<file path="src/rtl/sample_packer.sv">
// sample_packer: packs 2-bit I/Q sample pairs from up to three channels into
// 16-bit words, MSB-first, for the packet streamer. Each append edge adds one
// group (4, 8 or 12 bits). A word is emitted with a one-cycle strobe as soon
// as 16 bits are available. Leftover bits carry into the next word.
module sample_packer #(
    parameter int COUNT_W = 16
) (
    input  logic               source_clk,
    input  logic               source_reset,
    input  logic               enable,
    input  logic [1:0]         mode,
    input  logic [1:0]         ch1_si,
    input  logic [1:0]         ch1_sq,
    input  logic [1:0]         ch2_si,
    input  logic [1:0]         ch2_sq,
    input  logic [1:0]         ch3_si,
    input  logic [1:0]         ch3_sq,
    output logic [15:0]        source_data,
    output logic               source_en,
    output logic [COUNT_W-1:0] word_count,
    output logic               mode_err
);

    // state  | meaning
    // S_IDLE | not streaming; waits for enable with a legal mode
    // S_RUN  | appending one group per edge using the latched mode
    typedef enum logic {
        S_IDLE = 1'b0,
        S_RUN  = 1'b1
    } state_t;

    localparam logic [1:0] MODE_RSVD = 2'd3;

    state_t             r_state;
    logic [1:0]         r_active_mode;
    // Valid bits sit in the low r_fill positions; the oldest bit is the
    // highest valid one. The worst case is 15 leftover bits plus a 12-bit group.
    logic [26:0]        r_acc;
    logic [4:0]         r_fill;
    logic [15:0]        r_source_data;
    logic               r_source_en;
    logic [COUNT_W-1:0] r_word_count;
    logic               r_mode_err;

    logic [4:0]  w_group_w;
    logic [11:0] w_group;
    logic [26:0] w_merged;
    logic [4:0]  w_total;
    logic        w_word_done;
    logic [4:0]  w_rem;
    logic [15:0] w_word;
    logic [26:0] w_rem_mask;
    logic [26:0] w_rem_bits;

    // Build the group for the latched mode and merge it behind the held bits.
    always_comb begin
        w_group_w = 5'd4;
        w_group   = {8'd0, ch1_si, ch1_sq};
        case (r_active_mode)
            2'd1: begin
                w_group_w = 5'd8;
                w_group   = {4'd0, ch1_si, ch1_sq, ch3_si, ch3_sq};
            end
            2'd2: begin
                w_group_w = 5'd12;
                w_group   = {ch1_si, ch1_sq, ch2_si, ch2_sq, ch3_si, ch3_sq};
            end
            default: begin
                w_group_w = 5'd4;
                w_group   = {8'd0, ch1_si, ch1_sq};
            end
        endcase

        w_merged    = (r_acc << w_group_w) | {15'd0, w_group};
        w_total     = r_fill + w_group_w;
        w_word_done = (w_total >= 5'd16);
        // Only meaningful when a word completes; the top 16 valid bits leave
        // and the w_rem youngest bits stay behind.
        w_rem       = w_total - 5'd16;
        w_word      = 16'(w_merged >> w_rem);
        w_rem_mask  = (27'd1 << w_rem) - 27'd1;
        w_rem_bits  = w_merged & w_rem_mask;
    end

    // Control FSM, accumulator update and registered outputs.
    always_ff @(posedge source_clk) begin
        if (source_reset) begin
            r_state       <= S_IDLE;
            r_active_mode <= 2'd0;
            r_acc         <= '0;
            r_fill        <= 5'd0;
            r_source_data <= 16'd0;
            r_source_en   <= 1'b0;
            r_word_count  <= '0;
            r_mode_err    <= 1'b0;
        end else begin
            r_source_en <= 1'b0;
            case (r_state)
                S_IDLE: begin
                    if (enable) begin
                        if (mode == MODE_RSVD) begin
                            r_mode_err <= 1'b1;
                        end else begin
                            // Entry edge only latches the mode; no sample taken.
                            r_state       <= S_RUN;
                            r_active_mode <= mode;
                            r_acc         <= '0;
                            r_fill        <= 5'd0;
                        end
                    end
                end
                S_RUN: begin
                    if (!enable) begin
                        // Partial word is dropped; nothing is appended here.
                        r_state <= S_IDLE;
                        r_acc   <= '0;
                        r_fill  <= 5'd0;
                    end else if (w_word_done) begin
                        r_source_data <= w_word;
                        r_source_en   <= 1'b1;
                        r_word_count  <= r_word_count + 1'b1;
                        r_acc         <= w_rem_bits;
                        r_fill        <= w_rem;
                    end else begin
                        r_acc  <= w_merged;
                        r_fill <= w_total;
                    end
                end
            endcase
        end
    end

    assign source_data = r_source_data;
    assign source_en   = r_source_en;
    assign word_count  = r_word_count;
    assign mode_err    = r_mode_err;

endmodule

</file>
<file path="config.mk">
export PLATFORM = sky130hd
export DESIGN_NAME = sample_packer
export DESIGN_NICKNAME = d
export VERILOG_FILES = /design/src/rtl/sample_packer.sv
export SDC_FILE = /design/constraint.sdc
export NUM_CORES = 1
export LEC_CHECK = 0
export ABC_AREA = 1
export BUFFER_PORTS_ARGS = -buffer_cell sky130_fd_sc_hd__buf_2
export CAP_MARGIN = 10
export CORE_UTILIZATION = 40
export CTS_BUF_LIST = sky130_fd_sc_hd__clkbuf_2
export CTS_CLUSTER_SIZE = 8
export DETAILED_ROUTE_END_ITERATION = 8
export HOLD_SLACK_MARGIN = 0.12
export PLACE_DENSITY = 0.7
export SLEW_MARGIN = 20
export SYNTH_ARGS = -nofsm -noshare
export SYNTH_HDL_FRONTEND = slang
export SYNTH_SLANG_ARGS = --single-unit
</file>
<file path="constraint.sdc">
create_clock -name source_clk -period 3.7 [get_ports source_clk]
set_clock_uncertainty 0.15 [all_clocks]
set_input_delay 0.185 -clock source_clk [delete_from_list [all_inputs] [get_ports source_clk]]
set_output_delay 0.185 -clock source_clk [all_outputs]
set_load 0.005 [all_outputs]
</file>
* After elaboration in Yosys (flattened, before gate mapping)
Index checks and enable logic that the tools add are counted.
** Word-level totals
- Bits in registers :: 69
- Output and inout bits :: 34
** Cells by class
- Add/subtract/negate cells :: 4
- Magnitude comparators :: 1
- Equality and inequality tests :: 5
- Shift-type cells :: 3
- Multiplexer cells :: 17
- Bitwise logic cells :: 5
- Reductions and logical operators :: 5
** Operators with widths (count)
- 27-bit 2-to-1 mux :: 4
- 27-bit case mux with 2 select lines :: 1
- 27-bit bitwise AND :: 1
- 27-bit by 12-bit OR with 27-bit output :: 1
- 1-bit by 5-bit left shift with 27-bit output (first input constant) :: 1
- 27-bit by 5-bit left shift with 27-bit output :: 1
- 27-bit by 5-bit >> shifter with 16-bit output :: 1
- 27-bit by 1-bit subtractor with 27-bit output (second input constant) :: 1
- 12-bit case mux with 2 select lines :: 1
- 5-bit 2-to-1 mux :: 4
- 16-bit by 1-bit adder with 16-bit output (second input constant) :: 1
- 5-bit case mux with 2 select lines :: 1
- 3-bit AND reduction :: 3
- 4-bit case mux with 2 select lines :: 1
- 5-bit adder :: 1
- 5-bit greater-or-equal comparator (second input constant) :: 1
- 5-bit subtractor (second input constant) :: 1
- 2-bit == test (second input constant) :: 2
- 1-bit 2-to-1 mux :: 4
- 2-bit != test (second input constant) :: 2
- 1-bit NOT :: 3
- 3-bit OR reduction :: 1
- 2-bit by 1-bit == test with 1-bit output (second input constant) :: 1
- 1-bit case mux with 2 select lines :: 1
- 2-bit AND reduction :: 1

* Logic depth before layout (Yosys ltp)
Gate-level depths: netlist (run 1).
- Depth after elaboration :: 10
- Mapped depth :: 22
- Depth with buffers taken out :: 20

* Worst setup path before layout (run 1)
OpenSTA, ideal clock, no wires.
- Kind :: register to register
- Start point :: register r_active_mode[1]
- End point :: register r_acc[20]
- Setup time :: 128 ps
- Arrival :: 2624 ps
- Slack :: 798 ps
- Stages on the path, launching flop included :: 21
- Clock period less this slack :: 2902 ps
- Cell sequence :: dfxtp_1 inv_1 ha_1 buf_6 inv_4 buf_4 ha_1 inv_1 fa_1 nand2_1 nor2_1 inv_1 ha_1 inv_1 nor2_1 nor2_1 nor2_1 inv_1 nor2_1 a21oi_1 nor2_1
** Between the ends
- Word-level cells in the longest chain between the ends :: 10
** Ends and longest elaborated chain
- start, declared :: line 35 : logic [1:0] r_active_mode;
- start signal, assigned :: line 106 : r_active_mode <= mode;
- 2-bit == test or 2-bit by 1-bit == test with 1-bit output (tied branches) :: line 59 : case (r_active_mode)
- 4-bit case mux with 2 select lines * :: line 59
- 5-bit adder :: line 75 : w_total = r_fill + w_group_w;
- 5-bit subtractor :: line 79 : w_rem = w_total - 5'd16;
- 1-bit by 5-bit left shift with 27-bit output :: line 81 : w_rem_mask = (27'd1 << w_rem) - 27'd1;
- 27-bit by 1-bit subtractor with 27-bit output :: line 81
- 27-bit bitwise AND :: line 82 : w_rem_bits = w_merged & w_rem_mask;
- 27-bit 2-to-1 mux * :: line 118 : end else if (w_word_done) begin
- 27-bit 2-to-1 mux * :: line 113 : if (!enable) begin
- 27-bit case mux with 2 select lines * :: line 98 : case (r_state)
- end signal, assigned :: line 122 : r_acc <= w_rem_bits;
- end signal, assigned :: line 125 : r_acc <= w_merged;
- end, declared :: line 38 : logic [26:0] r_acc;
Every way passes the cells marked *; elsewhere a longest branch is shown, timed or not.
A chain may end at the register's enable or synchronous reset.

* Worst setup path in the final report (run 1)
- Start point :: register r_active_mode[1]
- End point :: register r_acc[3]
** Between the ends
- Word-level cells in the longest chain between the ends :: 10
** Ends and longest elaborated chain (line)
- 2-bit == test or 2-bit by 1-bit == test with 1-bit output (tied branches) :: 59
- 4-bit case mux with 2 select lines :: 59
- 5-bit adder :: 75
- 5-bit subtractor :: 79
- 1-bit by 5-bit left shift with 27-bit output :: 81
- 27-bit by 1-bit subtractor with 27-bit output :: 81
- 27-bit bitwise AND :: 82
- 27-bit 2-to-1 mux * :: 118
- 27-bit 2-to-1 mux * :: 113
- 27-bit case mux with 2 select lines * :: 98
Marks and branches as above.

==> results.json, run 1 <==
{
  "cts-htree-levels": 3,
  "final_hold_viol_count": 0,
  "leakage_component_of_the_power_nw": 2.09,
  "route.detailed.drc": 0,
  "first_pass_grt_wire_length_um": 19100,
  "dieWidth_um": 102,
  "async_flop_share_pct": 0,
  "clk_pin_slew_ns": 0.19,
  "die-height_um": 102,
  "largest_net_degree_at_the_start_of_global_routing": 40,
  "relative_slew_slack_pct": 43.7,
  "cts_tree": "built",
  "synth_area_leaders": "sky130_fd_sc_hd__dfxtp_1, sky130_fd_sc_hd__nand2_1, sky130_fd_sc_hd__nand3_1",
  "clk_latency_ns": 0.53,
  "synthDominantCellAreaShare_pct": 33.4,
  "place_worst_setup_slack_ns": 0.463,
  "routed-via-count": 4547,
  "syn_inst": 667,
  "design.final.nets": 753,
  "number_of_synthesized_register_bits": 67,
  "synth-edff-count": 0,
  "rows": 36,
  "timing.hold.worst.class": "flop to flop",
  "avgSynthCellArea_um2": 6.02,
  "crit_path_end_kind": "flop",
  "ioPinCount": 51,
  "finalSetupTns_ns": 0,
  "run_status": "finished, final reports clean",
  "post_synth_num_cell_types": 31,
  "cap_violations": 0,
  "track_usage_pct": 23.3,
  "synth_flop_cell": "sky130_fd_sc_hd__dfxtp_1",
  "total_wirelength_of_the_detailed_routed_design_um": 11500,
  "timing.critical_path.arrival_ns": 3.70,
  "finalPower_mw": 1.55,
  "layout.core_utilization_pct": 47.8,
  "diodes": 0,
  "clock_path_buffers": 2,
  "timing_max_transition_violations_final": 0,
  "power_density_nw_per_um2": 332,
  "drive_above_1_share_pct": 11.6,
  "coreArea_um2": 9770,
  "ys_warn_count": 0,
  "antenna_violations_before_repair": 0,
  "setup.worst_path.start_class": "flop",
  "synth.net_count": 690,
  "setup_violations": 0,
  "final_critical_path_setup_slack_ns": 0.270,
  "worst_slew_pin_slew_ns": 0.844,
  "cp_top_family": "adder cells",
  "cell_with_the_largest_stage_delay_on_the_worst_path": "sky130_fd_sc_hd__dlygate4sd3_1",
  "viasPerCell": 5.24,
  "dr.pass1.iters": 5,
  "crit_chain": "inv_1 -> ha_1 -> inv_4 -> ha_1 -> inv_1 -> fa_1 -> buf_4 -> nand2_1 -> nor2_1 -> inv_1 -> ha_1 -> a21oi_1 -> nand3_1 -> dlygate4sd3_1 -> a21oi_1",
  "tritoncts_sink_count": 67,
  "grt_pass1_vias": 4162,
  "num-fill-cells": 1036,
  "dp_hpwl_um": 7770,
  "grt.overflow.total": 0,
  "timing.critical_path.fanout_max": 24,
  "synth.yosys.seq_area_share_pct": 33.4,
  "cp.buffers_inverters": 6,
  "rsz_0062_raised_after_global_routing": "no",
  "synth_area_leader_cell": "sky130_fd_sc_hd__dfxtp_1",
  "cts_buffers": 9,
  "worst_slack_on_hold_paths_ns": 0.328,
  "dieArea_um2": 10400,
  "timing.fmax_mhz": 292,
  "cts.repair.resized": 0,
  "io_buffers": 50,
  "initial_core_util_pct": 41.1,
  "irDropWorstVdd_mv": 0.194,
  "drt-initial-drc-count": 352,
  "timing.critical_path.slowest_cell_delay_ns": 0.54,
  "ant_nets": 0,
  "post_synth_instance_area_um2": 4020,
  "drt-wirelength-per-cell_um": 13.3,
  "layout_min_cycle_time_ns": 3.43,
  "area_growth_syn_to_layout_pct": 16.3,
  "path_class": "flop to flop",
  "cp_data_required_time_ns": 3.97,
  "postCtsSetupBuffers": 0,
  "globalplace.congestion": 0.944,
  "post-route-period-util_pct": 92.7,
  "root_buffer": "sky130_fd_sc_hd__clkbuf_2"
}
[what timing repair did]
item | in CTS | in global routing
endpoints found under the hold margin | 50 | 0
hold buffers | 26 | 0
endpoints found under the setup margin | 0 | 0
[metrics by stage]
| stage | area (um2) | instances |
|---|---|---|
| after floorplan | 4020 | 667 |
| after global placement | 4310 | 826 |
| after detailed placement | 4310 | 826 |
| after CTS | 4670 | 867 |
| after global routing | 4670 | 867 |
| final | 4670 | 867 |
[power by group]
group	internal, mW	leakage [nW]	switching [mW]
Sequential	0.734	0.541	0.00838
Combinational	0.120	1.48	0.275
Clock	0.153	0.0669	0.261
[cell usage in the layout, fill, tap and decap left out]
| cell | n |
|---|---|
| sky130_fd_sc_hd__dfxtp_1 | 67 |
| sky130_fd_sc_hd__o211ai_1 | 1 |
| sky130_fd_sc_hd__fa_1 | 1 |
| sky130_fd_sc_hd__nand4_1 | 2 |
| sky130_fd_sc_hd__o21ai_0 | 33 |
| sky130_fd_sc_hd__nand2_1 | 238 |
| sky130_fd_sc_hd__inv_1 | 42 |
| sky130_fd_sc_hd__clkinv_1 | 2 |
| sky130_fd_sc_hd__inv_4 | 1 |
| sky130_fd_sc_hd__a21oi_1 | 61 |
| sky130_fd_sc_hd__nor2_4 | 2 |
| sky130_fd_sc_hd__ha_1 | 5 |
| sky130_fd_sc_hd__buf_4 | 6 |
| sky130_fd_sc_hd__or2_2 | 1 |
| sky130_fd_sc_hd__dlygate4sd3_1 | 26 |
| sky130_fd_sc_hd__nor2_8 | 1 |
| sky130_fd_sc_hd__nand3b_1 | 4 |
| sky130_fd_sc_hd__nand2_2 | 3 |
| sky130_fd_sc_hd__o21ai_1 | 4 |
| sky130_fd_sc_hd__nand2_4 | 1 |
| sky130_fd_sc_hd__inv_2 | 6 |
| sky130_fd_sc_hd__clkbuf_2 | 11 |
| sky130_fd_sc_hd__clkinv_2 | 1 |
| sky130_fd_sc_hd__conb_1 | 1 |
| sky130_fd_sc_hd__nor2_1 | 81 |
| sky130_fd_sc_hd__bufinv_16 | 1 |
| sky130_fd_sc_hd__buf_2 | 50 |
| sky130_fd_sc_hd__nor2_2 | 1 |
| sky130_fd_sc_hd__nand3_1 | 77 |
| sky130_fd_sc_hd__nor4_1 | 1 |
| sky130_fd_sc_hd__a22oi_1 | 1 |
| sky130_fd_sc_hd__and2_1 | 1 |
| sky130_fd_sc_hd__a21o_1 | 1 |
[cell type report]
| type | count | area (um2) | share of cell area, % |
|---|---|---|---|
| repair buffers | 82 | 556 | 11.9 |
| flip-flops and latches | 67 | 1340 | 28.7 |
| inverters | 49 | 186 | 3.99 |
| clock inverters | 4 | 42.5 | 0.911 |
| well taps | 133 | 166 | 3.56 |
| multi-input cells | 521 | 2320 | 49.7 |
| clock buffers | 11 | 55.1 | 1.18 |
[cell usage after synthesis, types with 2 or more instances]
cell                       instances
sky130_fd_sc_hd__a21oi_1          61
sky130_fd_sc_hd__buf_2            10
sky130_fd_sc_hd__nor2_4            2
sky130_fd_sc_hd__nand2_2           3
sky130_fd_sc_hd__dfxtp_1          67
sky130_fd_sc_hd__clkbuf_1          9
sky130_fd_sc_hd__nand4_1           2
sky130_fd_sc_hd__o21ai_0          33
sky130_fd_sc_hd__nand3b_1          4
sky130_fd_sc_hd__o21ai_1           4
sky130_fd_sc_hd__nand3_1          77
sky130_fd_sc_hd__inv_2             6
sky130_fd_sc_hd__inv_1            42
sky130_fd_sc_hd__ha_1              5
sky130_fd_sc_hd__buf_4             7
sky130_fd_sc_hd__nor2_1           81
sky130_fd_sc_hd__buf_6             2
sky130_fd_sc_hd__nand2_1         238
sky130_fd_sc_hd__buf_1             2
[registers in the layout (all words and copies together), names as in the netlist]
register,cells
r_fill,3
r_active_mode,2
r_state,1
source_en,1
r_acc,27
mode_err,1
source_data,16
word_count,16
[cells by family (layout without fill, tap and decap cells)]
family,after synthesis,count (layout),synth area share [%]
buffers and inverters,79,146,8.79
and+or+nand+nor,413,413,42.9
adders and majority gates,6,6,2.06
AOI/OAI and AO/OA,101,101,12.8
other,1,1,0.0934
DFF,67,67,33.4
[path summary, 6_finish.rpt]
path	startpoint	endpoint	slack, ns	cells after the start
worst max-delay path	r_active_mode[1]	r_acc[3]	0.27	15
worst max register to register	r_active_mode[1]	r_acc[3]	0.27	15
worst min-delay path	source_data[12]	source_data[12]	0.33	2
worst min register to register	source_data[12]	source_data[12]	0.33	2
[tightest hold or removal path, delay by kind of cell (launching register included)]
kind / cells / cell delay, ns
DFF: 1 / 0.34
and+or+nand+nor: 2 / 0.12
[metal layers]
layer / part of all wire (%) / vias up / track usage, %
li1: - / 2261 / -
met1: 45 / 2081 / 28.8
met2: 46 / 171 / 38.7
met3: 5.9 / 34 / 5.75
met4: 3.3 / 0 / 10.1
met5: 0 / - / 0
No activity file was read; power rests on OpenSTA's default activity.
==> run 2, diff against run 1 <==
Settings changed: PLACE_DENSITY 0.7 to unset.
==> run 2 against run 1 <==
Count of clock-buffer cells in the layout is 2 lower. Global-route usage up 0.54 points. Core utilization grew 0.44 points.
==> results.json, run 2 (synthesis gave the netlist of run 1 again) <==
{
  "r2r_setup_slack_ns": 0.26,
  "root_buffer": "sky130_fd_sc_hd__clkbuf_2",
  "crit-reg2reg-launch": "r_active_mode[1]",
  "timing.critical_path.arrival_ns": 3.72,
  "clk_latency_ns": 0.54,
  "globalplace.congestion": 0.961,
  "first_pass_grt_wire_length_um": 19200,
  "cell_with_the_largest_stage_delay_on_the_worst_path": "sky130_fd_sc_hd__dlygate4sd3_1",
  "timing.critical_path.fanout_max": 24,
  "dieWidth_um": 102,
  "diodes": 0,
  "timing.reg2reg.worst_path_depth": 15,
  "setup_violations": 0,
  "tritoncts_sink_count": 67,
  "ant_nets": 0,
  "grt.overflow.total": 0,
  "postCtsSetupBuffers": 0,
  "io_buffers": 50,
  "layout_commonest_cell": "sky130_fd_sc_hd__nand2_1",
  "power_density_nw_per_um2": 341,
  "relative_slew_slack_pct": 45.3,
  "rsz_0062_raised_after_global_routing": "no",
  "area_growth_syn_to_layout_pct": 17.3,
  "num-fill-cells": 1079,
  "cts_buffers": 9,
  "dieArea_um2": 10400,
  "routed-via-count": 4433,
  "run_status": "finished, final reports clean",
  "total_wirelength_of_the_detailed_routed_design_um": 11900,
  "cts_tree": "built",
  "initial_core_util_pct": 41.1,
  "crit_chain": "inv_1 -> ha_1 -> inv_4 -> ha_1 -> inv_1 -> fa_1 -> buf_4 -> nand2_1 -> nor2_1 -> inv_1 -> ha_1 -> a21oi_1 -> nand3_1 -> dlygate4sd3_1 -> a21oi_1",
  "coreArea_um2": 9770,
  "layout_common_cells": "sky130_fd_sc_hd__nand2_1, sky130_fd_sc_hd__nor2_1, sky130_fd_sc_hd__nand3_1, sky130_fd_sc_hd__dfxtp_1, sky130_fd_sc_hd__a21oi_1",
  "cp_top_family": "adder cells",
  "worstHoldStart": "r_fill[4]",
  "timing.hold.worst.class": "flop to flop",
  "design.final.nets": 755,
  "cp_data_required_time_ns": 3.97,
  "cap_violations": 0,
  "final_hold_viol_count": 0,
  "worst_slack_on_hold_paths_ns": 0.331,
  "path_class": "flop to flop",
  "rows": 36,
  "largest_net_degree_at_the_start_of_global_routing": 40,
  "antenna_violations_before_repair": 0,
  "dp_hpwl_um": 8120,
  "hold_critical_path_depth": 2,
  "grt_pass1_vias": 3905,
  "layout_min_cycle_time_ns": 3.44,
  "cts-htree-levels": 3,
  "timing.critical_path.slowest_cell_delay_ns": 0.55,
  "clk_pin_slew_ns": 0.20,
  "drt-initial-drc-count": 326,
  "path_depth": 15,
  "timing.fmax_mhz": 290,
  "clock_path_buffers": 2,
  "r2r_end": "r_acc[3]",
  "timing.hold.worst_endpoint": "r_fill[4]",
  "die-height_um": 102,
  "viasPerCell": 5.10,
  "cp.buffers_inverters": 6,
  "ioPinCount": 51,
  "track_usage_pct": 23.9,
  "setup.worst_path.start_class": "flop",
  "irDropWorstVdd_mv": 0.181,
  "timing_max_transition_violations_final": 0,
  "largest_register_ff_count": 27,
  "top_register": "r_acc",
  "drive_above_1_share_pct": 11.9,
  "worst_slew_pin_slew_ns": 0.820,
  "finalSetupTns_ns": 0,
  "drt-wirelength-per-cell_um": 13.7,
  "crit_path_end_kind": "flop",
  "route.detailed.drc": 0,
  "dr.pass1.iters": 5,
  "post-route-period-util_pct": 93.1,
  "leakage_component_of_the_power_nw": 2.10
}
==> run 2: cell types whose count changed in the layout (fill, tap and decap cells not counted), sizes merged <==
cell / previous run / this run
clkbuf: 11 / 9
clkinv: 3 / 1
clkinvlp: 0 / 3
dlygate4sd3: 26 / 28
inv: 49 / 51
==> run 2: power breakdown <==
| part | leakage [nW] | switching, mW | internal, mW | total [mW] |
|---|---|---|---|---|
| clock | 0.0649 | 0.305 | 0.158 | 0.463 |
| combinational | 1.49 | 0.278 | 0.122 | 0.401 |
| sequential | 0.541 | 0.00843 | 0.735 | 0.743 |
==> run 2: how the worst max path moves through the flow <==
stage	slack (ns)	end	startpoint
detailed placement	0.49	r_acc[16]	r_active_mode[1]
CTS	0.23	r_acc[3]	r_active_mode[1]
global route	0.08	r_acc[3]	r_active_mode[1]
global placement	0.57	r_acc[16]	r_active_mode[1]
finish	0.26	r_acc[3]	r_active_mode[1]
floorplan	0.80	r_acc[20]	r_active_mode[1]
==> run 2: metrics by stage <==
step / util, % / cell area (um2) / setup WS [ns] / power, mW / cells
2_1_floorplan: - / 4020 / 0.798 / 1.03 / 667
3_3_place_gp: 44.1 / 4310 / 0.568 / 1.13 / 826
3_5_place_dp: 44.1 / 4310 / 0.486 / 1.13 / 826
4_1_cts: 48.2 / 4710 / 0.232 / 1.61 / 870
5_1_grt: 48.2 / 4710 / 0.0799 / 1.70 / 870
6_report: 48.2 / 4710 / 0.255 / 1.61 / 870
==> run 2: layout make-up <==
class	count	area, um2	area share (%)
Clock inverter	7	75.1	1.59
Inverter	49	186	3.96
Timing Repair Buffer	84	576	12.2
Clock buffer	9	45.0	0.956
Multi-Input combinational cell	521	2320	49.3
Tap cell	133	166	3.53
Sequential cell	67	1340	28.5
==> run 2: worst min-delay path: cells and delay by family (launching register included) <==
kind	cells	cell delay, ns
buffers and inverters	1	0.07
DFF	1	0.35
and+or+nand+nor	1	0.05
==> run 2: repair_timing <==
action | in CTS | in global routing
hold buffers | 28 | 0
endpoints found under the hold margin | 55 | 0
endpoints found under the setup margin | 0 | 0
gates resized for setup | 0 | 0
==> run 2: per-layer routing <==
layer  vias to the layer above  track usage [%]  wire length (um)
met5                         -                0                 0
met3                        23             2.87               688
met4                         0             11.3               329
met2                       139             37.7              5370
met1                      2003             32.4              5560
li1                       2268                -                 -
